==> src/rtl/dmem_arb_pkg.sv <==
// Shared types for the data-memory access arbiter: FSM state encoding and
// the port-select codes used when latching the winning request.
package dmem_arb_pkg;

  typedef enum logic [2:0] {
    IDLE     = 3'd0,
    CPU_ACC  = 3'd1,
    CPU_DONE = 3'd2,
    DBG_ACC  = 3'd3,
    DBG_DONE = 3'd4
  } arb_state_t;

  localparam logic SEL_CPU = 1'b0;
  localparam logic SEL_DBG = 1'b1;

endpackage

==> src/rtl/dmem_latency_counter.sv <==
// Access-phase cycle counter: held at zero while cleared, counts while enabled,
// and flags the last cycle of a MEM_LATENCY-long access.
module dmem_latency_counter #(
  parameter int MEM_LATENCY = 2
) (
  input  logic clock,
  input  logic reset,
  input  logic clear,
  input  logic enable,
  output logic done
);

  localparam int CW = (MEM_LATENCY > 1) ? $clog2(MEM_LATENCY) : 1;

  logic [CW-1:0] count;

  always_ff @(posedge clock) begin
    if (reset || clear) begin
      count <= '0;
    end else if (enable) begin
      count <= count + CW'(1);
    end
  end

  assign done = (count == CW'(MEM_LATENCY - 1));

endmodule

==> src/rtl/dmem_access_arbiter.sv <==
// Shares one single-port data memory between the MEM stage and a debug port,
// holding each command for MEM_LATENCY cycles with starvation-bounded priority.
module dmem_access_arbiter
  import dmem_arb_pkg::*;
#(
  parameter int ADDR_WIDTH   = 32,
  parameter int DATA_WIDTH   = 32,
  parameter int MEM_LATENCY  = 2,
  parameter int STARVE_LIMIT = 4
) (
  input  logic                  clock,
  input  logic                  reset,
  input  logic                  cpu_MemRead,
  input  logic                  cpu_MemWrite,
  input  logic [ADDR_WIDTH-1:0] cpu_Address,
  input  logic [DATA_WIDTH-1:0] cpu_WriteData,
  output logic [DATA_WIDTH-1:0] cpu_ReadData,
  output logic                  cpu_Stall,
  input  logic                  dbg_Req,
  input  logic                  dbg_Write,
  input  logic [ADDR_WIDTH-1:0] dbg_Address,
  input  logic [DATA_WIDTH-1:0] dbg_WriteData,
  output logic [DATA_WIDTH-1:0] dbg_ReadData,
  output logic                  dbg_Ack,
  output logic                  mem_Read,
  output logic                  mem_Write,
  output logic [ADDR_WIDTH-1:0] mem_Address,
  output logic [DATA_WIDTH-1:0] mem_WriteData,
  input  logic [DATA_WIDTH-1:0] mem_ReadData
);

  localparam int SW = $clog2(STARVE_LIMIT + 1);

  arb_state_t            state;
  logic [SW-1:0]         starve_cnt;
  logic                  cpu_req;
  logic                  starved;
  logic                  grant_any;
  logic                  grant_sel;
  logic                  grant_write;
  logic [ADDR_WIDTH-1:0] grant_addr;
  logic [DATA_WIDTH-1:0] grant_wdata;
  logic                  in_acc;
  logic                  in_dbg;
  logic                  lat_done;

  // A simultaneous read+write from the MEM stage is treated as a write.
  assign cpu_req   = cpu_MemRead | cpu_MemWrite;
  assign cpu_Stall = cpu_req & (state != CPU_DONE);

  assign starved     = (starve_cnt >= SW'(STARVE_LIMIT));
  assign grant_any   = cpu_req | dbg_Req;
  assign grant_sel   = (dbg_Req && (starved || !cpu_req)) ? SEL_DBG : SEL_CPU;
  assign grant_write = (grant_sel == SEL_DBG) ? dbg_Write     : cpu_MemWrite;
  assign grant_addr  = (grant_sel == SEL_DBG) ? dbg_Address   : cpu_Address;
  assign grant_wdata = (grant_sel == SEL_DBG) ? dbg_WriteData : cpu_WriteData;

  assign in_acc = (state == CPU_ACC) || (state == DBG_ACC);
  assign in_dbg = (state == DBG_ACC) || (state == DBG_DONE);

  dmem_latency_counter #(
    .MEM_LATENCY(MEM_LATENCY)
  ) u_latency (
    .clock (clock),
    .reset (reset),
    .clear (!in_acc),
    .enable(in_acc),
    .done  (lat_done)
  );

  always_ff @(posedge clock) begin
    if (reset) begin
      state         <= IDLE;
      mem_Read      <= 1'b0;
      mem_Write     <= 1'b0;
      mem_Address   <= '0;
      mem_WriteData <= '0;
      cpu_ReadData  <= '0;
      dbg_ReadData  <= '0;
      dbg_Ack       <= 1'b0;
    end else begin
      dbg_Ack <= 1'b0;
      unique case (state)
        IDLE: begin
          if (grant_any) begin
            state         <= (grant_sel == SEL_DBG) ? DBG_ACC : CPU_ACC;
            mem_Address   <= grant_addr;
            mem_WriteData <= grant_wdata;
            mem_Read      <= !grant_write;
            mem_Write     <= grant_write;
          end
        end
        CPU_ACC: begin
          if (lat_done) begin
            if (mem_Read) cpu_ReadData <= mem_ReadData;
            mem_Read  <= 1'b0;
            mem_Write <= 1'b0;
            state     <= CPU_DONE;
          end
        end
        DBG_ACC: begin
          if (lat_done) begin
            if (mem_Read) dbg_ReadData <= mem_ReadData;
            mem_Read  <= 1'b0;
            mem_Write <= 1'b0;
            dbg_Ack   <= 1'b1;
            state     <= DBG_DONE;
          end
        end
        CPU_DONE: state <= IDLE;
        DBG_DONE: state <= IDLE;
        default:  state <= IDLE;
      endcase
    end
  end

  // Waiting debug cycles saturate at the limit; a debug grant restarts the count.
  always_ff @(posedge clock) begin
    if (reset) begin
      starve_cnt <= '0;
    end else if (state == IDLE && grant_any && grant_sel == SEL_DBG) begin
      starve_cnt <= '0;
    end else if (dbg_Req && !in_dbg && !starved) begin
      starve_cnt <= starve_cnt + SW'(1);
    end
  end

endmodule

==> config.mk <==
export PLATFORM = sky130hd
export DESIGN_NAME = dmem_access_arbiter
export DESIGN_NICKNAME = d
export VERILOG_FILES = /design/src/rtl/dmem_arb_pkg.sv /design/src/rtl/dmem_latency_counter.sv /design/src/rtl/dmem_access_arbiter.sv
export SDC_FILE = /design/constraint.sdc
export NUM_CORES = 1
export LEC_CHECK = 0
export ABC_CLOCK_PERIOD_IN_PS = 1500
export CORE_AREA = 2 2 109 154
export DETAILED_ROUTE_END_ITERATION = 12
export DIE_AREA = 0 0 111 156
export PLACE_DENSITY = 0.75
export SLEW_MARGIN = 25
export SYNTH_ARGS = -nofsm -noshare
export SYNTH_HDL_FRONTEND = slang
export SYNTH_HIERARCHICAL = 1
export SYNTH_SLANG_ARGS = --single-unit
==> constraint.sdc <==
create_clock -name clock -period 1.5 [get_ports clock]
set_input_delay 0.15 -clock clock [delete_from_list [all_inputs] [get_ports clock]]
set_output_delay 0.15 -clock clock [all_outputs]
set_load 0.01 [all_outputs]
## Word-level counts from Yosys, hierarchy flattened

Index checks and enable logic that the tools add are counted.

- Muxes and demuxes: 15
- Equality and inequality tests: 8
- $lt $le $gt $ge: 1
- Bitwise operators: 4
- Reduce and logical (&&, ||, !) cells: 24
- Add/sub/neg operators: 2

Operator list:

| kind | count |
|---|---|
| two-way mux 32 bit | 2 |
| AND reduction 3 bit | 4 |
| two-way mux 3 bit | 3 |
| case mux 3 bit (3 select lines) | 1 |
| two-way mux 1 bit | 6 |
| inequality test 2 x 1 -> 1 bit, second input constant | 3 |
| OR reduction 2 bit | 3 |
| logical AND 1 bit | 5 |
| zero test 1 bit | 5 |
| logical OR 1 bit | 4 |
| case mux 1 bit (2 select lines) | 2 |
| adder 3 x 1 -> 3 bit, second input constant | 1 |
| == test 3 x 1 -> 1 bit, second input constant | 1 |
| == test 3 x 2 -> 1 bit, second input constant | 1 |
| == test 3 bit, second input constant | 1 |
| >= comparator 3 bit, second input constant | 1 |
| zero test 3 bit | 1 |
| inequality test 3 x 2 -> 1 bit, second input constant | 1 |
| two-way mux 2 bit | 1 |
| inequality test 2 bit, second input constant | 1 |
| OR 1 bit | 2 |
| AND reduction 2 bit | 1 |
| nonzero test 2 bit | 1 |
| adder 1 bit, second input constant | 1 |
| 2 further kinds | 2 |

- Output and inout bits: 132
- Flip-flop bits (word level): 138
- Input bits: 166
- Word-level logic and storage cells: 64

## Logic depth before layout (Yosys ltp)

- Depth in word-level cells: 9
- Gate-level depth with buffers: 8
- Depth with buffers taken out: 5

## Modules after synthesis

The synthesis kept the hierarchy.

By module, submodules not included:

| module | times used | area each (µm²) | cells an instance | sequential area each (µm²) |
|---|---|---|---|---|
| dmem_access_arbiter | 1 | 5,440.2 | 693 | 2,742.6 |
| dmem_latency_counter | 1 | 38.8 | 3 | 20.0 |

## Least setup slack after synthesis

OpenSTA, ideal clock, no wires.

- Path kind: register to register
- Start: reg state[0]
- End: reg cpu_ReadData[26]
- Path slack: -0.066 ns
- Buffers on the path: 3
- Arrival time: 1.434 ns
- Library setup time: 0.132 ns
- Required time: 1.368 ns
- Period minus slack after synthesis: 1.566 ns
- Cell stages (with the launch flop): 9
- Path through: dfxtp_1 -> nor2b_2 -> buf_6 -> inv_4 -> or4_1 -> buf_2 -> buf_6 -> nand2_1 -> a21oi_1

- Cells in the longest elaborated chain, start to end: 2

Ends and longest elaborated chain:

| what | line | source |
|---|---|---|
| from (decl) | dmem_access_arbiter.sv:34 | `arb_state_t state;` |
| from (signal assigned) | dmem_access_arbiter.sv:86 | `state <= (grant_sel == SEL_DBG) ? DBG_ACC : CPU_ACC;` |
| == test 3 x 1 -> 1 bit | dmem_access_arbiter.sv:83 | `unique case (state)` |
| AND reduction 3 bit (no source line) | - |  |
| to (signal assigned) | dmem_access_arbiter.sv:95 | `if (mem_Read) cpu_ReadData <= mem_ReadData;` |
| to (decl) | dmem_access_arbiter.sv:17 | `output logic [DATA_WIDTH-1:0] cpu_ReadData,` |

No other way between the ends.
A chain may end at the register's enable or synchronous reset.

## Worst setup path after layout

- Start: reg state[2]
- End: reg cpu_ReadData[31]

The elaborated chain is that of the path after synthesis.

==> impl_summary.log <==
[metrics] outcome: finished, violations left
[metrics] violations in the final reports: negative setup slack
[metrics] first-pass detailed-route iteration total: 4
[metrics] number of filler instances in the final layout: 1369
[metrics] hold crit path type: input port to register
[metrics] pre-CTS worst setup slack: -0.2698 ns
[metrics] slowest stage delay, CP: 0.34 ns
[metrics] setup_tns: -3.288 ns
[metrics] number of pins exceeding their max-slew limit in the final report: 0
[metrics] number of vias per cell after detailed routing: between 4 and 5
[metrics] starting utilization of the core area: 0.3447
[metrics] final antenna-violating net count: 0
[metrics] Reg2Reg Depth: 9
[metrics] final estimated routing congestion in global placement: about 0.77
[metrics] Worst IR Drop VDD: approximately 640 uV
[metrics] RSZ-0062 raised after global routing: true
[metrics] XOR/XNOR share of the synthesized area: 0.004796
[metrics] average footprint of a synthesized cell: between 7 and 8 um2
[metrics] required arrival time at the worst endpoint: between 1.5 and 2 ns
[metrics] transition at the pin with the smallest max-transition slack: 0.3333 ns
[metrics] maximum level of the CTS H-tree: 4
[metrics] post-synthesis cell count: roughly 700
[metrics] Die X: around 110 um
[metrics] Root Buffer: sky130_fd_sc_hd__clkbuf_16
[metrics] multi-input combinational cell area: 2506 um2
[metrics] Worst Setup End Kind: register
[metrics] total congestion overflow: 0
[metrics] Die Y-Extent: 156 um
[metrics] share of post-route cells with drive strength above 1: 0.1089
[metrics] Period minus WS final: between 1.5 and 2 ns
[metrics] critical path fanouts, max: 8
[metrics] register-to-register path setup slack: -0.1 ns
[metrics] cells traversed along the worst timing path: buf_12 > nor2b_4 > inv_6 > buf_6 > nor4_4 > buf_6 > clkbuf_16 > nand2_1 > a21oi_1
[metrics] fraction of synthesized area in multiplexers: 0.005709
[metrics] endpoint arrival time on the critical path: about 1.9 ns
[metrics] CP Launch Type: register
[metrics] simple-gate portion of the synthesized area: 0.2462
[metrics] Detailed Route Iter0 Violations: 330
[metrics] cell repeated most along the worst path: sky130_fd_sc_hd__buf_6
[metrics] synthesis warning total: 6
[metrics] Total Routed Length: 18420 um
[metrics] number of rows created at floorplan: 55
[metrics] antenna violations before repair: 0
[metrics] total vias in the final route: just under 6000
[metrics] total clock sinks: around 140
[metrics] origin of the worst min-delay path: reset
[metrics] final hold vios: 0
[metrics] maximum number of pins on one net before global-route repair: slightly below 60
[metrics] number of unique standard cell types used by synthesis: 32
[metrics] Final Util: 0.6099
[metrics] compound-gate portion of the synthesized area: 0.1752
[metrics] endpoint of the worst-slack reg-to-reg timing path: cpu_ReadData[31]
[metrics] vias in the first global route: 5771
[metrics] post-synthesis adder-cell area fraction: 0.004567
[metrics] crit path kind: register to register
[metrics] flip-flop and latch count after synthesis: roughly 140
[metrics] Mapped Area: 5479 um2
[metrics] register clock-pin slew on the reported worst setup and hold paths: around 0.060 ns
[metrics] sequential fraction of the synthesis area: 0.5042
[metrics] total power after layout: 10.44 mW
[metrics] wire length of the first global-routing pass: ~29000 um
[metrics] crit share post-route: 1.066
[metrics] worst max-slew margin expressed relative to the limit: 0.7778
[metrics] hold-critical path endpoint: cpu_ReadData[6]
[metrics] r2r startpoint: state[2]
[metrics] worst setup skew after layout: a little under 0.009 ns
[metrics] die footprint: 17320 um2
[metrics] Antenna Diode Count: 0
[metrics] Leakage Power: approximately 3.7 nW
[metrics] slowest library cell on the worst path: sky130_fd_sc_hd__dfxtp_2
[metrics] combinational family with the most area after synthesis: simple AND/OR/NAND/NOR gates
[metrics] depth of the worst hold-timing path: 2
[metrics] MaxCap Viol Count: 0
[metrics] post-layout worst setup margin: -0.09945 ns
[metrics] clock latency at the later pin of the worst-skew pair: 0.41 ns
[metrics] mean routed wirelength per cell: between 15 and 20 um
[metrics] highest attainable clock frequency: between 600 and 700 MHz
[metrics] GRT Util Overall: 0.2027
[metrics] area of the placeable core: between 15000 and 20000 um2
[metrics] TritonCTS clock tree: done
[metrics] worst hold-check slack: ~0.13 ns
[metrics] number of buffers created by CTS: 17
[metrics] Max clock buf depth: 2
[metrics] detailed placement HPWL: approximately 12000 um
[metrics] Post-Synthesis Net Count: about 860
[metrics] area growth from synthesis to layout: 76.96%
[metrics] power density over cell area: 1076 nW/um2
[metrics] Sequential cell area: 2768 um2
[metrics] final-stage net count: approximately 1200
[metrics] count of final setup violators: 72
[metrics] Port Buffers: around 300
[metrics] DRC: 0
[metrics] # IOs: between 200 and 300
Yosys cell counts (all sizes together):
master | count | area share
nand2 | 259 | 0.18
dfxtp | 138 | 0.50
nor2 | 71 | 0.049
a21oi | 68 | 0.062
a311oi | 64 | 0.10
buf | 35 | 0.038
clkbuf | 25 | 0.017
nor3 | 8 | 0.0091
inv | 5 | 0.0039
ha | 2 | 0.0046
mux2i | 2 | 0.0037
nand2b | 2 | 0.0023
xnor2 | 2 | 0.0032
a221oi | 1 | 0.0027
a22oi | 1 | 0.0014
a31oi | 1 | 0.0011
a32oi | 1 | 0.0016
and2 | 1 | 0.0011
and3 | 1 | 0.0011
mux2 | 1 | 0.0021
nor2b | 1 | 0.0016
nor4 | 1 | 0.0023
o21ai | 1 | 0.00091
o21bai | 1 | 0.0014
o31a | 1 | 0.0016
or3 | 1 | 0.0011
or4 | 1 | 0.0014
xor2 | 1 | 0.0016
stage by stage:
step / cell area (um2) / std cells
after CTS: 9518 / 1194
final: 9696 / 1200
after global routing: 9696 / 1200
after floorplan: 5499 / 696
after global placement: 8781 / 1159
after detailed placement: 8781 / 1159
critical path: cells and delay by family (launching register included):
kind	cells	cell delay, ns
compound gates	1	0.12
simple gates	3	0.43
buf+inv	5	0.65
flops	1	0.34
placed cells by master (no fill, tap or decap), types with 3 or more instances in the layout:
master,netlist,final
sky130_fd_sc_hd__inv_1,4,4
sky130_fd_sc_hd__inv_6,0,6
sky130_fd_sc_hd__nand2_2,0,11
sky130_fd_sc_hd__a21oi_1,68,53
sky130_fd_sc_hd__nor3_1,6,5
sky130_fd_sc_hd__a311oi_1,64,64
sky130_fd_sc_hd__buf_4,4,15
sky130_fd_sc_hd__clkbuf_16,0,19
sky130_fd_sc_hd__a21oi_2,0,15
sky130_fd_sc_hd__dlymetal6s2s_1,0,7
sky130_fd_sc_hd__buf_6,4,6
sky130_fd_sc_hd__buf_12,0,11
sky130_fd_sc_hd__bufinv_16,0,3
sky130_fd_sc_hd__dlygate4sd2_1,0,3
sky130_fd_sc_hd__nand2_1,259,248
sky130_fd_sc_hd__clkdlybuf4s50_1,0,285
sky130_fd_sc_hd__dfxtp_1,138,136
sky130_fd_sc_hd__nor2_1,71,71
sky130_fd_sc_hd__buf_16,0,3
cells by family (layout without fill, tap and decap cells):
group | count (synthesis) | after routing
simple gates | 346 | 346
flops | 138 | 138
compound gates | 139 | 139
xor+xnor | 3 | 3
buf+inv | 65 | 370
fa+ha+maj | 2 | 2
mux | 3 | 3
flip-flops by register name, indices dropped and copies added (netlist names), 3 cells and up:
| register | flops |
|---|---|
| dbg_ReadData | 32 |
| cpu_ReadData | 32 |
| starve_cnt | 3 |
| state | 3 |
| mem_Address | 32 |
| mem_WriteData | 32 |
routing by layer:
metal | wire, um | GRT usage | share of wire | vias up
met2 | 9464 | 0.3669 | 0.51 | 243
met5 | 0 | 0 | 0 | -
met1 | 7281 | 0.2250 | 0.40 | 2733
met4 | 458 | 0.07560 | 0.025 | 0
met3 | 1212 | 0.05828 | 0.066 | 34
li1 | - | - | - | 2937
final cells by class:
cell class,instances,share of cell area
sequential,138,0.2855
timing repair buffer,334,0.3648
multi-input combinational,493,0.2585
clock buffer,17,0.04388
tap,199,0.02568
inverter,5,0.002452
clock inverter,14,0.01923
where the power goes:
group,internal [mW],switching (mW),leakage [nW]
clock network,2.66,1.74,0.299
logic,1.15,0.844,2.27
registers,3.91,0.129,1.13
total,7.72,2.72,3.70
worst max path at each step:
stage / startpoint / to / slack (ns) / depth (start not counted)
after floorplan: state[0] / cpu_ReadData[26] / -0.03 / 8
final: state[2] / cpu_ReadData[31] / -0.1 / 9
after CTS: state[2] / cpu_ReadData[23] / -0.08 / 7
after global routing: state[2] / cpu_ReadData[23] / -0.16 / 9
after global placement: cpu_MemWrite / mem_WriteData[30] / -0.25 / 7
after detailed placement: cpu_MemWrite / mem_WriteData[30] / -0.27 / 7
what timing repair did:
action | CTS | global route
pin swaps | 1 | 3
cloned | 2 | 3
resized for setup | 14 | 35
setup endpoints to repair | 133 | 138
setup buffers | 2 | 3
hold buffers | 0 | 0
No activity file was read; power rests on OpenSTA's default activity.
==> edit 1, RTL diff (same settings) <==
Set the parameter `ADDR_WIDTH` to 48 (it was 32).
--- a/src/rtl/dmem_access_arbiter.sv
+++ b/src/rtl/dmem_access_arbiter.sv
@@ -5,3 +5,3 @@
 #(
-  parameter int ADDR_WIDTH   = 32,
+  parameter int ADDR_WIDTH   = 48,
   parameter int DATA_WIDTH   = 32,
Interface: changed (resized cpu_Address, dbg_Address and mem_Address); port bits go from 298 to 346. The function was not compared with the original's and may differ.
==> edit 1 against the unedited design <==
The run still ends with setup timing left; total power up 7.4%; area after synthesis up 12%; count of clock-buffer cells in the layout up 1; combinational power up 21%; sequential cell count up 16; critical path type unchanged; cell count up 12%; via count up 16%; setup slack better by 0.016 ns; cell area up 15%; global-route usage up 5.3 points; routed wire length up 32%.
==> edit 1: results (changes against the unedited design) <==
Pwr:
- The post-route total power is 11.2 mW (+7.4%).
- The clock power share is 0.379 (-0.043).
- Per report_power, the top consumer among the power groups is sequential cells.
- The peak supply drop was 0.715 mV (+12%).

Logic synthesis:
- The synthesized instance count is 785 (+13%).
- By area the synthesized netlist is led by sky130_fd_sc_hd__dfxtp_1 (50%), sky130_fd_sc_hd__nand2_1 (18%), sky130_fd_sc_hd__a311oi_1 (11%).
- The post-synthesis share of cell area spent on xor and xnor gates was 0.00428 (-0.000511).
- The compound-cell area share of the yosys netlist is 0.178 (+0.00318).
- The portion of netlist area occupied by mux cells is 0.00510 (-0.000608).
- The post-synthesis share of cell area spent on full adders, half adders and majority gates came to 0.00408 (-0.000486).
- By count the netlist is led by sky130_fd_sc_hd__nand2_1 (291), sky130_fd_sc_hd__dfxtp_1 (154), sky130_fd_sc_hd__nor2_1 (87), sky130_fd_sc_hd__a311oi_1 (80), sky130_fd_sc_hd__a21oi_1 (68).

Setup path:
- The cell depth of the worst flop-to-flop path was 7 (-2).
- In this run the critical register-to-register path is captured at dbg_ReadData[27].
- The worst path arrival time is 1.87 ns (-0.06 ns).
- The kind of cell with the highest combined delay along the critical path is simple AND/OR/NAND/NOR gates.

Outcome:
- The checks that failed: setup timing.
- The run finished, with violations left.

Placed design:
- The final HPWL from detailed placement is 15.9 mm (+29%).
- The number of buffers inserted by port buffering is 345 (+16%).

Detailed routing:
- The detailed-route wire length was 24.3 mm (+32%).
- The total number of vias is 6,878 (+16%).

Finish:
- The fraction of final layout cells with drive strength greater than 1 is 0.116 (+0.00727).
- The number of fillers in the final layout was 1,260 (-8.0%).
- The net count of the finished layout is 1,332 (+15%).

Global route:
- The overall global routing resource usage is 0.256 (+0.0534).
- The first-pass GRT wire length is 35.2 mm (+23%).

Timing:
- The final worst-path setup slack is -0.0835 ns (+0.0159 ns).
- The setup-violating endpoint count in the final report was 92 (+28%).
edit 1: how the worst max path moves through the flow:
| stage | slack [ns] | depth (start not counted) | from | end |
|---|---|---|---|---|
| global placement | -0.23 | 6 | cpu_MemWrite | mem_WriteData[5] |
| floorplan | -0.03 | 8 | state[0] | cpu_ReadData[26] |
| finish | -0.08 | 7 | state[2] | dbg_ReadData[27] |
| global route | -0.12 | 9 | state[2] | dbg_ReadData[31] |
| detailed placement | -0.32 | 6 | cpu_MemWrite | mem_Address[44] |
| CTS | -0.04 | 7 | state[2] | cpu_ReadData[2] |
edit 1: final cells by class:
cell class | instances | area, um2 | area share
clock buffer | 18 | 439 | 0.0393
clock inverter | 14 | 135 | 0.0121
inverter | 5 | 23.8 | 0.00213
multi-input combinational | 557 | 2850 | 0.255
sequential | 154 | 3090 | 0.276
tap | 199 | 249 | 0.0223
timing repair buffer | 397 | 4390 | 0.393
edit 1: routing by layer:
| metal | vias to the layer above | GRT usage | part of all wire |
|---|---|---|---|
| met4 | 0 | 0.0970 | 0.030 |
| met1 | 3195 | 0.300 | 0.38 |
| li1 | 3342 | - | - |
| met3 | 49 | 0.0688 | 0.071 |
| met2 | 292 | 0.447 | 0.52 |
| met5 | - | 0 | 0 |
edit 1: repair_timing:
| item | CTS | global route |
|---|---|---|
| gates cloned | 5 | 9 |
| setup endpoints to repair | 155 | 185 |
| setup buffers | 2 | 2 |
| pin swaps | 0 | 6 |
| gates resized for setup | 42 | 76 |
edit 1: metrics by stage:
step	cell area, um2	setup WS [ns]	setup TNS, ns	hold WS, ns
floorplan	6150	-0.0280	-0.837	0.221
finish	11200	-0.0835	-3.37	0.254
global route	11200	-0.123	-10.60	0.257
detailed placement	9950	-0.323	-21.36	0.446
global placement	9950	-0.230	-17.71	0.441
CTS	10700	-0.0371	-0.864	0.236
==> edit 2, RTL diff (config.mk and constraints unchanged) <==
Made on the original files. Reset style: asynchronous (`reset`), changed in 2 clocked blocks.
--- a/src/rtl/dmem_access_arbiter.sv
+++ b/src/rtl/dmem_access_arbiter.sv
@@ -70,3 +70,3 @@
 
-  always_ff @(posedge clock) begin
+  always_ff @(posedge clock or posedge reset) begin
     if (reset) begin
@@ -117,3 +117,3 @@
   // Waiting debug cycles saturate at the limit; a debug grant restarts the count.
-  always_ff @(posedge clock) begin
+  always_ff @(posedge clock or posedge reset) begin
     if (reset) begin
Check against the original RTL: differs if reset is asserted again (counterexample within 4 cycles, from zero or initial values and one cycle with reset high); with reset held inactive, the same outputs for 4 cycles.
==> edit 2 against the unedited design <==
The run still ends with setup timing left; critical path type unchanged; setup slack lost 0.063 ns; area after synthesis up 25%; via count rose by 2.6%; sequential cell count is the same; largest cell class unchanged; synthesized cell count down 27%; cell area increased by 22%; routed wire length rose by 28%.
Power is not compared: it rests on default switching activity, and its combinational part moved more than twofold at a synthesized area within 25%.
==> edit 2: results (changes against the unedited design) <==
Outcome:
- The run finished, with violations left.
- The checks that failed: setup timing.

Timing:
- The final worst-path setup slack is -0.163 ns (-0.0631 ns).
- The setup TNS is -16.68 ns (-13.39 ns).
- The measured slew at the worst slew-check pin is 0.410 ns (+0.0764 ns).
- The worst hold slack is 0.158 ns (+0.0278 ns).
- The worst-case clock skew is 0.00840 ns (-0.000485 ns).
- The setup-violating endpoint count in the final report came to 134 (+86%).

Detailed routing:
- The routed wire length per instance is 22.4 um (+46%).
- The count of routing violations after the opening detailed-route iteration is 355 (+7.6%).
- The total number of vias is 6,104 (+2.6%).

Placed design:
- The worst setup slack before clock tree synthesis came to -0.391 ns (-0.121 ns).

Finish:
- The net count of the finished layout came to 1,006 (-13%).
- The number of fillers in the final layout is 1,038 (-24%).

Logic synthesis:
- The sequential area share after synthesis came to 0.505 (+0.00119).
- The commonest cells after synthesis are sky130_fd_sc_hd__dfrtp_1 (137), sky130_fd_sc_hd__o21ai_0 (65), sky130_fd_sc_hd__mux2_2 (55), sky130_fd_sc_hd__a2bb2oi_2 (39), sky130_fd_sc_hd__a311oi_1 (34).
- The number of distinct library cells after synthesis is 49 (+53%).
- The portion of netlist area occupied by mux cells is 0.107 (+0.101).
- The fraction of registers with async set/reset is 0.993 (+0.993).
- The post-synthesis share of cell area spent on xor and xnor gates came to 0.00257 (-0.00223).
- The synthesized instance count is 509 (-27%).
- The compound-cell area share of the yosys netlist is 0.292 (+0.117).

Hold path:
- In this run the worst hold path is classified as in -> async.

Setup path:
- Broken down by cell family, the worst path's largest delay share belongs to simple AND/OR/NAND/NOR gates.
- The cell depth of the worst flop-to-flop path is 5 (-4).

Global route:
- The via count of the first global-routing pass is 6,451 (+12%).
- The met1 capacity usage during global routing is 0.290 (+0.0646).
- The first-pass GRT wire length came to 35.0 mm (+22%).
-- edit 2: cell types whose count changed after synthesis, moves of 7 or more --
| cell | unedited run | this run |
|---|---|---|
| sky130_fd_sc_hd__a311oi_1 | 64 | 34 |
| sky130_fd_sc_hd__mux2_2 | 1 | 55 |
| sky130_fd_sc_hd__o21ai_0 | 1 | 65 |
| sky130_fd_sc_hd__a311oi_2 | 0 | 30 |
| sky130_fd_sc_hd__clkbuf_1 | 25 | 32 |
| sky130_fd_sc_hd__a2bb2oi_1 | 0 | 25 |
| sky130_fd_sc_hd__dfxtp_1 | 138 | 1 |
| sky130_fd_sc_hd__a2bb2oi_2 | 0 | 39 |
| sky130_fd_sc_hd__nand2_1 | 259 | 4 |
| sky130_fd_sc_hd__mux2_1 | 0 | 9 |
| sky130_fd_sc_hd__nor2_1 | 71 | 4 |
| sky130_fd_sc_hd__a21oi_1 | 68 | 0 |
| sky130_fd_sc_hd__dfrtp_1 | 0 | 137 |
| sky130_fd_sc_hd__buf_2 | 27 | 13 |
-- edit 2: how the worst max path moves through the flow --
stage / slack [ns] / cells after the start / to / from
6_report: -0.16 / 5 / dbg_ReadData[6] / state[2]
5_1_grt: -0.22 / 7 / cpu_ReadData[12] / state[2]
4_1_cts: -0.16 / 6 / mem_WriteData[15] / state[2]
3_5_place_dp: -0.39 / 6 / mem_Address[18] / cpu_MemWrite
3_3_place_gp: -0.26 / 6 / mem_Address[18] / cpu_MemWrite
2_1_floorplan: -0.36 / 1 / cpu_ReadData[0] / reset
-- edit 2: cell families (layout without fill, tap and decap cells) --
group                    count (synthesis)  in the layout
AO/OA/AOI/OAI                          207            207
XOR/XNOR                                 2              2
adder cells (fa/ha/maj)                  2              2
buffers and inverters                   67            408
flip-flops                             138            138
multiplexers                            65             65
AND/OR/NAND/NOR                         28             29
-- edit 2: metal layers --
| layer | wire [um] | vias up |
|---|---|---|
| met5 | 0 | - |
| met4 | 807 | 0 |
| met3 | 1570 | 64 |
| met2 | 12300 | 300 |
| met1 | 8830 | 3088 |
| li1 | - | 2652 |
-- edit 2: power by group through the flow --
stage          sequential, mW  clock (mW)  combinational (mW)
4_1_cts                  6.80        4.41                12.2
6_report                 6.85        4.33                12.8
2_1_floorplan            7.44           0                5.70
3_5_place_dp             6.80           0                11.7
5_1_grt                  7.05        4.60                13.5
3_3_place_gp             6.71           0                11.3
-- edit 2: area by class of cell --
cell class / instances / share of cell area
clock buffer: 21 / 0.0374
clock inverter: 11 / 0.0145
inverter: 6 / 0.00223
multi-input combinational: 305 / 0.290
sequential: 138 / 0.293
tap: 199 / 0.0211
timing repair buffer: 370 / 0.342
-- edit 2: timing repair --
action	CTS	global route
resized for setup	77	60
setup buffers	7	4
pin swaps	1	0
cloned	6	8
hold endpoints to repair	0	0
hold buffers	0	0
setup endpoints to repair	174	174
